`config.mk`:
```
export PLATFORM = sky130hd
export DESIGN_NAME = hazard_ctrl
export DESIGN_NICKNAME = d
export VERILOG_FILES = /design/src/rtl/hazard_pkg.sv /design/src/rtl/hazard_ctrl_sb_match.sv /design/src/rtl/hazard_ctrl.sv
export SDC_FILE = /design/constraint.sdc
export NUM_CORES = 1
export LEC_CHECK = 0
export CELL_PAD_IN_SITES_DETAIL_PLACEMENT = 1
export CELL_PAD_IN_SITES_GLOBAL_PLACEMENT = 1
export CORE_ASPECT_RATIO = 1.4
export CORE_UTILIZATION = 29
export DETAILED_ROUTE_END_ITERATION = 16
export GPL_ROUTABILITY_DRIVEN = 0
export GPL_TIMING_DRIVEN = 0
export PLACE_DENSITY_LB_ADDON = 0.1
export SYNTH_ARGS = -nofsm -noshare
export SYNTH_HDL_FRONTEND = slang
export SYNTH_SLANG_ARGS = --single-unit
```
`constraint.sdc`:
```
create_clock -name clk -period 2.3 [get_ports clk]
set_clock_uncertainty 0.05 [all_clocks]
set_input_delay 0.46 -clock clk [delete_from_list [all_inputs] [get_ports clk]]
set_output_delay 0.46 -clock clk [all_outputs]
set_load 0.03 [all_outputs]
```
`src/rtl/hazard_pkg.sv`:
```
// Shared types for the decode-stage hazard controller: FSM encodings and
// the layout of one scoreboard entry.
package hazard_pkg;
  localparam int SB_REG_W   = 3;
  localparam int SB_ENTRY_W = SB_REG_W + 1;

  typedef enum logic [1:0] {
    RUN    = 2'd0,
    DRAIN  = 2'd1,
    HALTED = 2'd2
  } state_t;

  typedef struct packed {
    logic                valid;
    logic [SB_REG_W-1:0] rsel;
  } sb_entry_t;
endpackage

```
`src/rtl/hazard_ctrl_sb_match.sv`:
```
// Flags a source select that matches an in-flight destination in EX or MEM.
module sb_match
  import hazard_pkg::*;
(
  input  logic [SB_REG_W-1:0] sel_i,
  input  sb_entry_t           sb_ex_i,
  input  sb_entry_t           sb_mem_i,
  output logic                hit_o
);
  assign hit_o = (sb_ex_i.valid  && (sb_ex_i.rsel  == sel_i)) ||
                 (sb_mem_i.valid && (sb_mem_i.rsel == sel_i));
endmodule

```
`src/rtl/hazard_ctrl.sv`:
```
// Decode-stage hazard controller: RAW stall via a two-entry scoreboard,
// branch flush, memory freeze and a HALT drain sequence.
module hazard_ctrl
  import hazard_pkg::*;
#(
  parameter int DRAIN_CYCLES = 3,
  parameter int CNT_W        = 16
) (
  input  logic             clk,
  input  logic             rst,
  input  logic             id_valid,
  input  logic [2:0]       readReg1,
  input  logic [2:0]       readReg2,
  input  logic             id_uses_r1,
  input  logic             id_uses_r2,
  input  logic [2:0]       writeReg,
  input  logic             id_RegWrite,
  input  logic             id_createdump,
  input  logic             ex_branch_taken,
  input  logic             mem_stall,
  output logic             pc_write_en,
  output logic             ifid_write_en,
  output logic             ifid_flush,
  output logic             idex_bubble,
  output logic             halt,
  output logic [CNT_W-1:0] stall_count
);
  localparam int DW = (DRAIN_CYCLES < 2) ? 1 : $clog2(DRAIN_CYCLES + 1);

  state_t           state_q, state_d;
  sb_entry_t        sb_ex_q, sb_ex_d, sb_mem_q, sb_mem_d;
  logic [DW-1:0]    drain_q, drain_d;
  logic [CNT_W-1:0] stall_q, stall_d;
  logic             halt_q;
  logic             hit1, hit2, raw_hazard;

  sb_match u_match_r1 (.sel_i(readReg1), .sb_ex_i(sb_ex_q), .sb_mem_i(sb_mem_q), .hit_o(hit1));
  sb_match u_match_r2 (.sel_i(readReg2), .sb_ex_i(sb_ex_q), .sb_mem_i(sb_mem_q), .hit_o(hit2));

  assign raw_hazard = id_valid & ((id_uses_r1 & hit1) | (id_uses_r2 & hit2));

  always_comb begin
    state_d       = state_q;
    sb_ex_d       = sb_ex_q;
    sb_mem_d      = sb_mem_q;
    drain_d       = drain_q;
    stall_d       = stall_q;
    pc_write_en   = 1'b0;
    ifid_write_en = 1'b0;
    ifid_flush    = 1'b0;
    idex_bubble   = 1'b0;
    if (rst) begin
      ifid_flush  = 1'b1;
      idex_bubble = 1'b1;
    end else begin
      unique case (state_q)
        RUN: begin
          if (mem_stall) begin
            // whole pipe frozen: nothing moves
          end else if (ex_branch_taken) begin
            pc_write_en   = 1'b1;
            ifid_write_en = 1'b1;
            ifid_flush    = 1'b1;
            idex_bubble   = 1'b1;
            sb_ex_d       = '0;
            sb_mem_d      = sb_ex_q;
          end else if (raw_hazard) begin
            idex_bubble = 1'b1;
            sb_ex_d     = '0;
            sb_mem_d    = sb_ex_q;
            if (~&stall_q) stall_d = stall_q + CNT_W'(1);
          end else begin
            pc_write_en   = 1'b1;
            ifid_write_en = 1'b1;
            sb_ex_d.valid = id_valid & id_RegWrite;
            sb_ex_d.rsel  = writeReg;
            sb_mem_d      = sb_ex_q;
            if (id_valid && id_createdump) begin
              state_d = DRAIN;
              drain_d = DW'(DRAIN_CYCLES);
            end
          end
        end
        DRAIN: begin
          idex_bubble = 1'b1;
          if (!mem_stall) begin
            sb_ex_d  = '0;
            sb_mem_d = sb_ex_q;
            if (drain_q <= DW'(1)) begin
              state_d = HALTED;
              drain_d = '0;
            end else begin
              drain_d = drain_q - DW'(1);
            end
          end
        end
        HALTED: begin
          idex_bubble = 1'b1;
          sb_ex_d     = '0;
          sb_mem_d    = sb_ex_q;
        end
        default: state_d = RUN;
      endcase
    end
  end

  always_ff @(posedge clk) begin
    if (rst) begin
      state_q  <= RUN;
      sb_ex_q  <= '0;
      sb_mem_q <= '0;
      drain_q  <= '0;
      stall_q  <= '0;
      halt_q   <= 1'b0;
    end else begin
      state_q  <= state_d;
      sb_ex_q  <= sb_ex_d;
      sb_mem_q <= sb_mem_d;
      drain_q  <= drain_d;
      stall_q  <= stall_d;
      halt_q   <= (state_d == HALTED);
    end
  end

  assign halt        = halt_q;
  assign stall_count = stall_q;
endmodule

```
# --- Word level (Yosys, flattened, before mapping) ---
# Index checks and enable logic that the tools add are counted.
totals:
  in_bits: 18
  regBits: 29
  out_inout_bits: 21
  wordCells: 86
op_classes:
  magnitude_cmp: 1
  muxes: 36
  n_bitwise: 8
  eq_ne: 13
  reduce_logical: 18
  add_sub_neg: 2
ops:
  columns: ["cell", "n"]
  rows:
  - ["2-to-1 mux 2 bit", 13]
  - ["2-to-1 mux 4 bit", 5]
  - ["adder 16 x 1 -> 16 bit, second input constant", 1]
  - ["AND reduction 16 bit", 1]
  - ["2-to-1 mux 1 bit", 13]
  - ["equality test 3 bit", 4]
  - ["inequality test 2 bit, second input constant", 6]
  - ["case mux 4 bit (3 select lines)", 1]
  - ["case mux 4 bit (2 select lines)", 1]
  - ["case mux 2 bit (3 select lines)", 1]
  - ["AND reduction 6 bit", 1]
  - ["logical AND 1 bit", 5]
  - ["AND reduction 5 bit", 1]
  - ["AND 1 bit", 4]
  - ["equality test 2 bit, second input constant", 2]
  - ["case mux 2 bit (2 select lines)", 1]
  - ["nonzero test 2 bit", 2]
  - ["OR reduction 2 bit", 2]
  - ["NOT 1 bit", 3]
  - ["AND reduction 3 bit", 1]
  - ["nonzero test 3 bit", 1]
  - ["equality test 2 x 1 -> 1 bit, second input constant", 1]
  - ["less-or-equal comparator 2 x 1 -> 1 bit, second input constant", 1]
  - ["logical NOT 2 bit", 1]
  - ["other kinds (5)", 6]

# --- Depth between registers and ports, before layout ---
depth:
  word_depth: 12
  depth_mapped: 10
  ltp_nobuf: 7

# --- Modules after synthesis ---
# Synthesis repeated with hierarchy kept, for this count alone.
hier_totals:
  hier_cells: 191
  area_unflattened_um2: 1707.9
by_module_without_submodules:
  columns: ["mod", "instances", "seq_area_each_um2", "cells_per_inst", "area_per_inst_um2"]
  rows:
  - ["hazard_ctrl", 1, 580.6, 173, 1570.3]
  - ["sb_match", 2, 0.0, 9, 68.8]

# --- Least setup slack after synthesis ---
# OpenSTA, ideal clock, no wires.
synth_timing:
  path_kind: "input port to output port"
  from: "input readReg2[0]"
  to: "output pc_write_en"
  required_ps: 1790
  n_path_buf: 1
  setup_slack_ps: -333
  stages: 7
  arrival_time_ps: 2123
  path_cell_list: "xnor2_1 -> nand4_1 -> a21boi_2 -> o21ai_0 -> nor2_1 -> nor3_1 -> buf_4"
synth_via:
  elab_chain_cells: 11
  word_cells_on_any_way: 13
  classes_between: "2 x eq/ne; 5 x mux; 3 x bitwise; 3 x reduce/logical"
synth_lines:
  columns: ["element", "line", "text"]
  rows:
  - ["from (decl)", "hazard_ctrl.sv:13", "input logic [2:0] readReg2,"]
  - ["equality test 3 bit, on equally long branches", "hazard_ctrl_sb_match.sv:10, hazard_ctrl_sb_match.sv:11", null]
  - ["logical AND 1 bit, on equally long branches", "hazard_ctrl_sb_match.sv:10, hazard_ctrl_sb_match.sv:11", null]
  - ["logical OR 1 bit (*)", "hazard_ctrl_sb_match.sv:10", "assign hit_o = (sb_ex_i.valid && (sb_ex_i.rsel == sel_i)) ||"]
  - ["AND 1 bit (*)", "hazard_ctrl.sv:40", "assign raw_hazard = id_valid & ((id_uses_r1 & hit1) | (id_uses_r2 & hit2));"]
  - ["bitwise OR 1 bit (*)", "hazard_ctrl.sv:40", null]
  - ["AND 1 bit (*)", "hazard_ctrl.sv:40", null]
  - ["2-to-1 mux 1 bit (*) (5 in series)", null, null]
  - ["to (decl)", "hazard_ctrl.sv:21", "output logic pc_write_en,"]
# Every way passes the cells marked *; elsewhere a longest branch is shown, timed or not.

# --- Worst setup path after layout ---
layout_timing:
  from: "register sb_mem_q[2] (netlist bit)"
  to: "output idex_bubble"
layout_via:
  elab_chain_cells: 11
  word_cells_on_any_way: 15
  classes_between: "2 x eq/ne; 5 x mux; 4 x bitwise; 4 x reduce/logical"
layout_lines:
  columns: ["element", "line", "text"]
  rows:
  - ["from (decl)", "hazard_ctrl.sv:31", "sb_entry_t sb_ex_q, sb_ex_d, sb_mem_q, sb_mem_d;"]
  - ["from (signal assigned)", "hazard_ctrl.sv:118", "sb_mem_q <= sb_mem_d;"]
  - ["equality test 3 bit", "hazard_ctrl_sb_match.sv:11", "(sb_mem_i.valid && (sb_mem_i.rsel == sel_i));"]
  - ["logical AND 1 bit", "hazard_ctrl_sb_match.sv:11", null]
  - ["logical OR 1 bit", "hazard_ctrl_sb_match.sv:10", null]
  - ["AND 1 bit", "hazard_ctrl.sv:40", null]
  - ["bitwise OR 1 bit (*)", "hazard_ctrl.sv:40", null]
  - ["AND 1 bit (*)", "hazard_ctrl.sv:40", null]
  - ["2-to-1 mux 1 bit (*)", "hazard_ctrl.sv:67", "end else if (raw_hazard) begin"]
  - ["2-to-1 mux 1 bit (*)", "hazard_ctrl.sv:60", "end else if (ex_branch_taken) begin"]
  - ["2-to-1 mux 1 bit (*)", "hazard_ctrl.sv:58", "if (mem_stall) begin"]
  - ["case mux 1 bit (2 select lines) (*)", "hazard_ctrl.sv:56", "unique case (state_q)"]
  - ["2-to-1 mux 1 bit (*)", "hazard_ctrl.sv:52", "if (rst) begin"]
  - ["to (decl)", "hazard_ctrl.sv:24", "output logic idex_bubble,"]
# Marks and branches as above.

==> flow_summary.ini <==
[yosys]
synth_area_sq_um = 1690
synthDistinctLibCells = 41
synth_edf_count = 0
yosysSeqAreaShare_pct = 34.4
ys.warnings.count = 0
synth_nets = 222
syn_avg_cell_area_sq_um = 8.47
synth_cells = 199
synth_ff_type = dfxtp_1
ys_seq_elements = 29
synthArstFlopShare_pct = 0

[clock_network]
htree_levels = 2
tritoncts = built
cts_sinks = 29
clk_path_buf_depth = 2
clkSlewWorstSetupHoldPaths_ns = 0.07
cts_root_buf = clkbuf_8
hold_buffers = 0
cts-buffers-inserted = 5
clock_latency_ns = 0.28

[die]
core_area_sq_um = 5570
placementRows = 32
die_y_um = 92.2
num_io_pins = 39
die_area_sq_um = 6120
die_width_um = 66.4
start_util_pct = 30.3

[drt]
wl_per_cell_um = 15.7
ant_nets = 0
drcViolationCount = 0
vias_per_cell = 5.29
wl_um = 5110
drt_iter0_drc = 27
dr_total_vias = 1725
firstDrtPassIters = 4

[timing]
setup_viol = 1
min_period_ns = 2.42
max_freq_mhz = 414
fin_ws_ns = -0.116
fin_crit_sh_pct = 105
slew_headroom_pct = 61.6
finalMaxSlewViolations = 0
hold_viol = 0
whs_ns = 0.457
worst_pin_slew_ns = 0.576
rsz0062_at_grt = true

[run_status]
failed_checks = negative setup slack
outcome = complete, but fails checks

[global_route]
grt_max_degree = 12
track_usage_pct = 18.0
first_global_vias = 1766
antenna_found_initial = 0
grt_remaining_overflow = 0
grt_pass1_wl_um = 8480

[layout]
drive_gt1_share_pct = 28.3
final_util_pct = 44.3
layout_commonest_cell = clkdlybuf4s50_1
num-fill-cells = 661
insertedDiodeCount = 0
final_cell_mix = 26 x clkdlybuf4s50_1, 22 x dfxtp_1, 18 x buf_4, 18 x a21oi_1, 17 x nor2_1
design_area_sq_um = 2470
final_nets = 280
area_delta_synth_final_pct = 46.4

[worst_setup_path]
path_class = reg -> out
cp-end-kind = primary output
required_ns = 1.79
crit_arrival_ns = 1.91
startpoint_type = flop
worstPathMaxFanout = 4

[place]
detailed_place_hpwl_um = 3640
portBuffers = 38
placedInstanceArea_sq_um = 2160

[hold_path]
min_path_type = reg -> reg

[pwr]
vdd_drop_max_mv = 0.229
power_density_nw_per_um2 = 499
leakagePower_nw = 0.901

[flow_run]
drv_cap = 0
registers in the layout, summed over array words and instances, names as in the netlist:
name	count
sb_ex_q	4
state_q	2
stall_count	16
sb_mem_q	4
drain_q	2
halt	1
metrics by stage:
| step | power, W | instances | setup TNS [ns] | setup slack (ns) |
|---|---|---|---|---|
| 2_1_floorplan | 0.000661 | 199 | -0.0335 | -0.0335 |
| 3_3_place_gp | 0.000742 | 305 | -6.41 | -0.947 |
| 3_5_place_dp | 0.000744 | 305 | -6.49 | -0.955 |
| 4_1_cts | 0.00124 | 323 | -0.0549 | -0.0475 |
| 5_1_grt | 0.00129 | 326 | -0.755 | -0.279 |
| 6_report | 0.00123 | 326 | -0.116 | -0.116 |
repair_timing:
item | in CTS | in global routing
endpoints found under the setup margin | 4 | 14
resized for setup | 65 | 14
hold endpoints to repair | 0 | 0
pin swaps | 18 | 12
buffers inserted | 11 | 4
critical path, cell delays in order (launching register included):
cell and delay [ns]:
dfxtp_2 0.34, xnor2_1 0.16, nand4_1 0.18, a21boi_4 0.26, or2_1 0.17, a21oi_2 0.07
o31ai_2 0.24, buf_4 0.20
Yosys cell counts, drive strengths merged, types with 6 or more instances:
| master | instances | area share (%) |
|---|---|---|
| o21ai | 11 | 3.5 |
| nor3 | 6 | 1.8 |
| nand3 | 9 | 2.7 |
| a21oi | 19 | 5.6 |
| or3 | 9 | 3.3 |
| nor2 | 17 | 3.8 |
| nand4 | 8 | 3.3 |
| o31ai | 6 | 2.7 |
| dfxtp | 29 | 34 |
| xnor2 | 12 | 6.2 |
| inv | 8 | 1.8 |
per-layer routing:
layer	up-vias	GRT usage [%]	share of wire, %
li1	847	-	-
met1	841	20.0	42
met2	30	32.8	54
met3	7	3.23	2.4
met4	0	6.91	1.4
met5	-	0	0
layout make-up:
type	count	area, sq um	area share (%)
timing repair buffer	52	452	18.3
buffer	8	50.0	2.03
multi-input combinational	153	1150	46.5
inverter	8	30.0	1.22
clock buffer	7	96.3	3.90
sequential	29	602	24.4
tap	68	85.1	3.45
clock inverter	1	5.00	0.203
power breakdown:
group,internal (W),leakage (nW),switching (W)
combinational,0.000105,0.607,0.000112
clock,0.000270,0.0542,0.000211
sequential,0.000513,0.239,0.0000186
path summary, 6_finish.rpt:
| kind | slack, ns | from | end | cells after the start |
|---|---|---|---|---|
| worst min-delay path | 0.46 | stall_count[13] | stall_count[13] | 2 |
| worst max register to register | 0.09 | state_q[0] | stall_count[13] | 9 |
| worst min register to register | 0.46 | stall_count[13] | stall_count[13] | 2 |
| worst max-delay path | -0.12 | sb_mem_q[2] | idex_bubble | 7 |
kinds of logic (layout without fill, tap and decap cells):
kind of cell	after synthesis	count (layout)	synth area share [%]
simple gates	73	73	24.4
buf+inv	17	76	4.97
mux	7	7	4.53
compound gates	55	55	21.2
fa+ha+maj	5	5	3.71
flops	29	29	34.4
xor+xnor	13	13	6.76
Note: power is estimated with default switching activity, not from simulation.
